**config.mk**
```make
export PLATFORM = sky130hd
export DESIGN_NAME = rf_wb_arbiter
export DESIGN_NICKNAME = d
export VERILOG_FILES = /design/src/rtl/rf_wb_arbiter.sv
export SDC_FILE = /design/constraint.sdc
export NUM_CORES = 1
export LEC_CHECK = 0
export CAP_MARGIN = 20
export CORE_ASPECT_RATIO = 0.5
export CORE_MARGIN = 10
export CORE_UTILIZATION = 52
export DETAILED_ROUTE_END_ITERATION = 10
export PLACE_DENSITY = 0.81
export REMOVE_ABC_BUFFERS = 1
export SYNTH_ARGS = -nofsm -noshare
export SYNTH_HDL_FRONTEND = slang
export SYNTH_SLANG_ARGS = --single-unit
```
**constraint.sdc**
```tcl
create_clock -name CLK -period 5.6 [get_ports CLK]
set_input_delay 0.56 -clock CLK [delete_from_list [all_inputs] [get_ports CLK]]
set_output_delay 0.56 -clock CLK [all_outputs]
set_load 0.01 [all_outputs]
```
**src/rtl/rf_wb_arbiter.sv**
```systemverilog
// rf_wb_arbiter: merges ALU and queued load writebacks onto one RF write port with a pending-load scoreboard
module rf_wb_arbiter #(
   parameter int DEPTH      = 4,
   parameter int STARVE_MAX = 3
) (
   input  logic                     CLK,
   input  logic                     RST_N,
   input  logic                     ALU_valid,
   input  logic [4:0]               ALU_wa,
   input  logic [31:0]              ALU_wd,
   input  logic                     LD_valid,
   output logic                     LD_ready,
   input  logic [4:0]               LD_wa,
   input  logic [31:0]              LD_wd,
   input  logic                     SB_set,
   input  logic [4:0]               SB_rd,
   output logic                     RF_en,
   output logic [4:0]               RF_wa,
   output logic [31:0]              RF_wd,
   output logic [31:0]              PEND,
   output logic                     STALL_REQ,
   output logic [$clog2(DEPTH):0]   Q_count
);
   localparam int AW = $clog2(DEPTH);
   localparam int CW = AW + 1;
   localparam int SW = $clog2(STARVE_MAX + 1);
   logic [4:0]    r_mem_wa [DEPTH];
   logic [31:0]   r_mem_wd [DEPTH];
   logic [AW-1:0] r_wp, r_rp;
   logic [SW-1:0] r_starve;
   logic          w_full, w_empty, w_push, w_pop;
   logic [4:0]    w_head_wa;
   logic [31:0]   w_head_wd, w_clr, w_set;
   logic [SW-1:0] w_starve_nx;
   always_comb begin
      w_full      = Q_count == CW'(DEPTH);
      w_empty     = Q_count == '0;
      LD_ready    = RST_N && !w_full;
      w_push      = LD_valid && LD_ready;
      w_pop       = !ALU_valid && !w_empty;
      w_head_wa   = r_mem_wa[r_rp];
      w_head_wd   = r_mem_wd[r_rp];
      w_clr       = w_pop ? 32'(1) << w_head_wa : '0;
      w_set       = (SB_set && |SB_rd) ? 32'(1) << SB_rd : '0;
      // a non-empty queue that does not pop is necessarily being starved by the ALU
      w_starve_nx = (w_pop || w_empty) ? '0 :
                    (r_starve == SW'(STARVE_MAX)) ? r_starve : r_starve + 1'b1;
   end
   always_ff @(posedge CLK) begin
      if (w_push) begin
         r_mem_wa[r_wp] <= LD_wa;
         r_mem_wd[r_wp] <= LD_wd;
      end
   end
   always_ff @(posedge CLK) begin
      if (!RST_N) begin
         RF_en     <= 1'b0;
         RF_wa     <= '0;
         RF_wd     <= '0;
         PEND      <= '0;
         STALL_REQ <= 1'b0;
         Q_count   <= '0;
         r_starve  <= '0;
         r_wp      <= '0;
         r_rp      <= '0;
      end else begin
         RF_en <= ALU_valid ? |ALU_wa : (w_pop && |w_head_wa);
         if (ALU_valid || w_pop) begin
            RF_wa <= ALU_valid ? ALU_wa : w_head_wa;
            RF_wd <= ALU_valid ? ALU_wd : w_head_wd;
         end
         PEND      <= ((PEND & ~w_clr) | w_set) & ~32'd1;
         STALL_REQ <= w_starve_nx >= SW'(STARVE_MAX);
         r_starve  <= w_starve_nx;
         Q_count   <= Q_count + CW'(w_push) - CW'(w_pop);
         r_wp      <= r_wp + AW'(w_push);
         r_rp      <= r_rp + AW'(w_pop);
      end
   end
endmodule

```
After elaboration in Yosys (flattened, before gate mapping)
Memory sizes are Yosys's and may differ from the RTL's. A register that Yosys moved wholly into a read port is not among the register bits.
Cells that the tools add are included.
W data, S select, Z words.
{ "word_totals": {"elab_cells": 50, "ram_bits": 148, "register_bits": 80, "out_inout_bits": 75, "n_memories": 2, "inputBits": 84} }
{ "classes": {"n_bitwise": 3, "shifts": 2, "reduce_logical": 14, "mux": 11, "order_cmp": 1, "eq_ne": 2, "n_addsub": 5} }
{ "memory_table": {"columns": ["name", "depth", "word_bits", "read_ports", "rd_ports_with_merged_regs", "write_ports", "line", "source"], "rows": [
  ["r_mem_wd", 4, 32, 1, 1, 1, "28", "logic [31:0] r_mem_wd [DEPTH];"],
  ["r_mem_wa", 4, 5, 1, 1, 1, "27", "logic [4:0] r_mem_wa [DEPTH];"]
]} }
{ "op_table": {"columns": ["cell", "n"], "rows": [
  ["$mux W32", 3],
  ["$shl A1 B5 Y32 const A", 2],
  ["$and A32 B32 Y32", 1],
  ["$not A32 Y32", 1],
  ["$or A32 B32 Y32", 1],
  ["$reduce_or A5 Y1", 3],
  ["$mux W2", 4],
  ["$logic_and A1 B1 Y1", 5],
  ["$mux W5", 1],
  ["$add A2 B1 Y2", 2],
  ["$add A3 B1 Y3", 1],
  ["$eq A3 B3 Y1 const B", 1],
  ["$logic_not A1 Y1", 3],
  ["$logic_not A3 Y1", 1],
  ["$mux W1", 3],
  ["$sub A3 B1 Y3", 1],
  ["$add A2 B1 Y2 const B", 1],
  ["$eq A2 B2 Y1 const B", 1],
  ["$ge A2 B2 Y1 const B", 1],
  ["$logic_or A1 B1 Y1", 2]
]} }

Longest topological paths before layout
{ "logic_depth": {"ltp_word": 7, "mapped_depth": 10, "depth_no_buf": 10} }

Worst setup path before layout
OpenSTA, ideal clock, no wires.
{ "synth_timing": {"path_type": "input to register", "start": "input RST_N", "end": "memory r_mem_wa[1][0], enable pin", "setup_slack_ps": 1179, "arrival_ps": 3936, "stages": 4, "required_time_ps": 5115, "setup_ps": 485, "n_path_buf": 0, "path_cell_list": "clkinv_1 > a21oi_1 > nand2_1 > nor3b_1"} }
{ "synth_between": {"elab_chain_len": 4} }
{ "synth_rtl": {"columns": ["element", "line", "source"], "rows": [
  ["from (decl)", "7", "input logic RST_N,"],
  ["$logic_and A1 B1 Y1", "38", "LD_ready = RST_N && !w_full;"],
  ["named net LD_ready", "12", "output logic LD_ready,"],
  ["$logic_and A1 B1 Y1", "39", "w_push = LD_valid && LD_ready;"],
  ["$mux W1", "50", "if (w_push) begin"],
  ["$mux W1 (implied by the code)", "51", "r_mem_wa[r_wp] <= LD_wa;"],
  ["to (decl)", "27", null]
]} }
The timed path passes the listed nets, and every way through them passes these cells.

Final worst setup path
{ "layout_timing": {"start": "input RST_N", "end": "register Q_count[2]"} }
{ "layout_between": {"elab_chain_len": 4} }
{ "layout_rtl": {"columns": ["element", "line", "source"], "rows": [
  ["$logic_and A1 B1 Y1", "38", null],
  ["$logic_and A1 B1 Y1", "39", null],
  ["$add A3 B1 Y3", "75", "Q_count <= Q_count + CW'(w_push) - CW'(w_pop);"],
  ["$sub A3 B1 Y3", "75", null],
  ["to (signal assigned)", "75", null],
  ["to (decl)", "22", "output logic [$clog2(DEPTH):0] Q_count"]
]} }
Parallel ways exist; a longest one is shown, timed or not.
A chain may end at the register's enable or synchronous reset.

==> results.md <==
* Gr usage total at 18.63%
* Cells after DPL at just under 1000
* Largest net degree at the start of global routing at 45
* Detailed-route via count at 5814
* Worst setup slack after layout at 1.661 ns
* CP Capture Type: flop
* CTS tree: yes
* Final hold slack at 0.4451 ns
* Worst-skew pair later-pin latency at 0.50 ns
* Post-Syn Area per Cell at about 14 um^2
* Placed inst area at 0.01049 mm^2
* Fin crit period at just under 4 ns
* Post-CTS resize count at 0
* Final HPWL DP at 13700 um
* CP arrival at 4.29 ns
* Share of layout cells above drive strength 1 at between 10% and 20%
* Synth warnings at 0
* Initial Util at 53.33%
* Cell area power density at ~400 mW/mm^2
* Final ANT Viol Nets at 0
* Yosys reg bits at 227
* Initial DRC count at 488
* Remaining DRCs at 0
* Worst slack, placed at between 1 and 1.5 ns
* Crit path buf inv count at 4
* Register area share after synthesis at 68.75%
* Fraction of registers with async set/reset at 0%
* Slowest cell on crit path: clkinv_1
* Cts hold-fix bufs at 0
* Worst-path cell chain: clkdlybuf4s50_1, buf_4, clkinv_1, a21oi_1, nand2_1, ha_1, inv_1, ha_1, fa_1, xnor2_1, xnor2_1, nor2_1
* Layout area overhead at 28.31%
* RSZ-0062 raised after global routing: false
* Core ar. at 0.01643 mm^2
* Synth cell types at 34
* Worst Setup Path Type: in -> reg
* Clock sink count at 227
* Achievable frequency at approximately 250 MHz
* H-tree level count at 1
* Routed length per instance at 21.70 um
* Startpoint class of the critical path: primary input
* Max incr delay on CP at 0.88 ns
* Flop2flop setup slack at 3.03 ns
* Worst min-delay path startpoint: r_starve[0]
* Leakage power at 3.679 nW
* Die Ht at 111.8 um
* Die area at 0.02276 mm^2
* GRT Residual Overflow at 0
* Drt pass-1 iters at 6
* Hold-critical path depth at 1
* Final period util at a little over two thirds
* Via density at approximately 5.8
* Synth Flop Type: edfxtp_1
* Setup_tns at 0 ns
* Initial antenna violation count at 1
* Fin cells at 1011
* Hold Path Class: reg -> reg
* Final setup viols at 0
* Syn Inst Count at 630
* CTS clk-pin slew, worst paths at 0.07 ns
* Post-Syn Area at 0.008765 mm^2
* Slew headroom at 28.12%
* Max cap viols at 0
* First-pass GRT wire length at 34020 um
* Slew Viols, Final at 0
* Vias in the first global route at between 5000 and 6000
* Final Hold Fails at 0
* Diodes inserted at 0
* PortBufs at about 160
* Num rows at 33
* R2R depth at 4
* Clock buffer depth at 3
* I/O pin count at 159
* Max rail drop VDD at 0.0002301 V
* WL final at roughly 22000 um
* Die Wd at 203.6 um
* Worst Hold End: r_starve[0]
* CP required at 5.95 ns
* Final GP Congestion at 0.8053
* Root buffer cell: clkbuf_16
* Reg-to-reg endpoint: PEND[21]
* # Post-CTS Setup Buffers at 0
* Worst-path maximum fanout at 44
* CTS Buf Count at 20
* Fin area at approximately 0.011 mm^2
* Top Family by Delay on Critical Path: buffers and inverters
* Crit Reg-Reg Startpoint: r_rp[1]
* Final Skew at 0.01670 ns
* Slew at the pin with the worst max-slew slack at 1.074 ns
* Final net count at ~860
* Status: finished, final reports clean
* Post-synth EDFFs at 148
## state kept, by name, indices dropped and copies added, names as in the netlist
signal,count
r_mem_wd,128
RF_wd,32
PEND,31
r_mem_wa,20
RF_wa,5
Q_count,3
r_rp,2
r_starve,2
r_wp,2
RF_en,1
STALL_REQ,1
## layout make-up
| type | count | area (um^2) |
|---|---|---|
| Tap cell | 227 | 284.0 |
| Multi-Input combinational cell | 349 | 2534 |
| Timing Repair Buffer | 165 | 1634 |
| Sequential cell | 227 | 6028 |
| Clock inverter | 6 | 86.33 |
| Inverter | 7 | 26.28 |
| Clock buffer | 30 | 653.1 |
| Fill cell | 1103 | 5187 |
## stage by stage
step | utilization, % | power, mW
2_1_floorplan | - | 2.612
3_3_place_gp | 63.84 | 3.017
3_5_place_dp | 63.84 | 3.050
4_1_cts | 68.34 | 4.556
5_1_grt | 68.43 | 4.712
6_report | 68.43 | 4.528
## Yosys cell counts, types with 3 or more instances
cell type | n | area, um^2
dfxtp_1 | 79 | 1582
and2_1 | 5 | 31.28
nand2_1 | 71 | 266.5
o21ai_0 | 39 | 195.2
and3b_1 | 3 | 26.28
mux4_2 | 37 | 833.3
a21oi_1 | 107 | 535.5
nor3_1 | 3 | 15.01
xnor2_1 | 4 | 35.03
nor3b_1 | 5 | 37.54
ha_1 | 4 | 50.05
buf_1 | 4 | 15.01
and3_1 | 3 | 18.77
inv_1 | 6 | 22.52
buf_2 | 4 | 20.02
clkbuf_1 | 36 | 135.1
o31ai_1 | 6 | 45.04
nor2_1 | 21 | 78.83
a311oi_1 | 24 | 210.2
edfxtp_1 | 148 | 4444
## metal layers
metal | vias to the layer above | wire length (um) | GRT usage, %
li1 | 2673 | - | -
met1 | 2877 | 8821 | 22.47
met2 | 216 | 10970 | 32.23
met3 | 46 | 1517 | 4.456
met4 | 2 | 622 | 6.423
met5 | - | 9 | 0
## cell usage in the layout (no fill, tap or decap), types with 3 or more instances in the layout
cell	count
clkdlybuf4s50_1	156
inv_1	6
a311oi_1	24
clkbuf_8	3
mux4_2	37
a21oi_1	107
clkbuf_1	3
and3b_1	3
o31ai_1	6
o21ai_0	39
xnor2_1	4
edfxtp_1	148
nand2_1	71
buf_4	7
ha_1	4
and2_1	5
dfxtp_1	77
nor3b_1	3
nor2_1	21
clkbuf_16	24
## worst register-to-register path: stages, from the launching register on
cell and delay, ns:
dfxtp_2 1.02, mux4_2 0.48, or3_1 0.48, nor2_1 0.28, a311oi_1 0.15
## kinds of logic (layout without fill, tap and decap cells)
logic type,Yosys count,after routing,share of synthesized area (%)
compound gates,177,177,11.39
xor+xnor,4,4,0.3997
fa+ha+maj,5,5,0.7995
buf+inv,54,208,2.584
flops,227,227,68.75
mux,37,37,9.508
other cells,1,1,0.04279
simple gates,125,125,6.524
## worst max-delay path by stage
stage / start / end / slack, ns / cells after the start
2_1_floorplan: RST_N / r_mem_wa[1][0] / 0.66 / 4
3_5_place_dp: RST_N / Q_count[2] / 1.15 / 12
3_3_place_gp: RST_N / Q_count[2] / 1.27 / 12
5_1_grt: RST_N / Q_count[2] / 1.29 / 12
4_1_cts: RST_N / Q_count[2] / 1.63 / 12
6_report: RST_N / Q_count[2] / 1.66 / 12
## where the power goes
part | internal [mW] | leakage, nW | switching, mW
Clock | 0.905 | 0.362 | 0.595
Combinational | 0.462 | 1.32 | 0.552
Sequential | 1.90 | 1.99 | 0.108
Total | 3.27 | 3.68 | 1.26
Note: power is estimated with default switching activity, not from simulation.
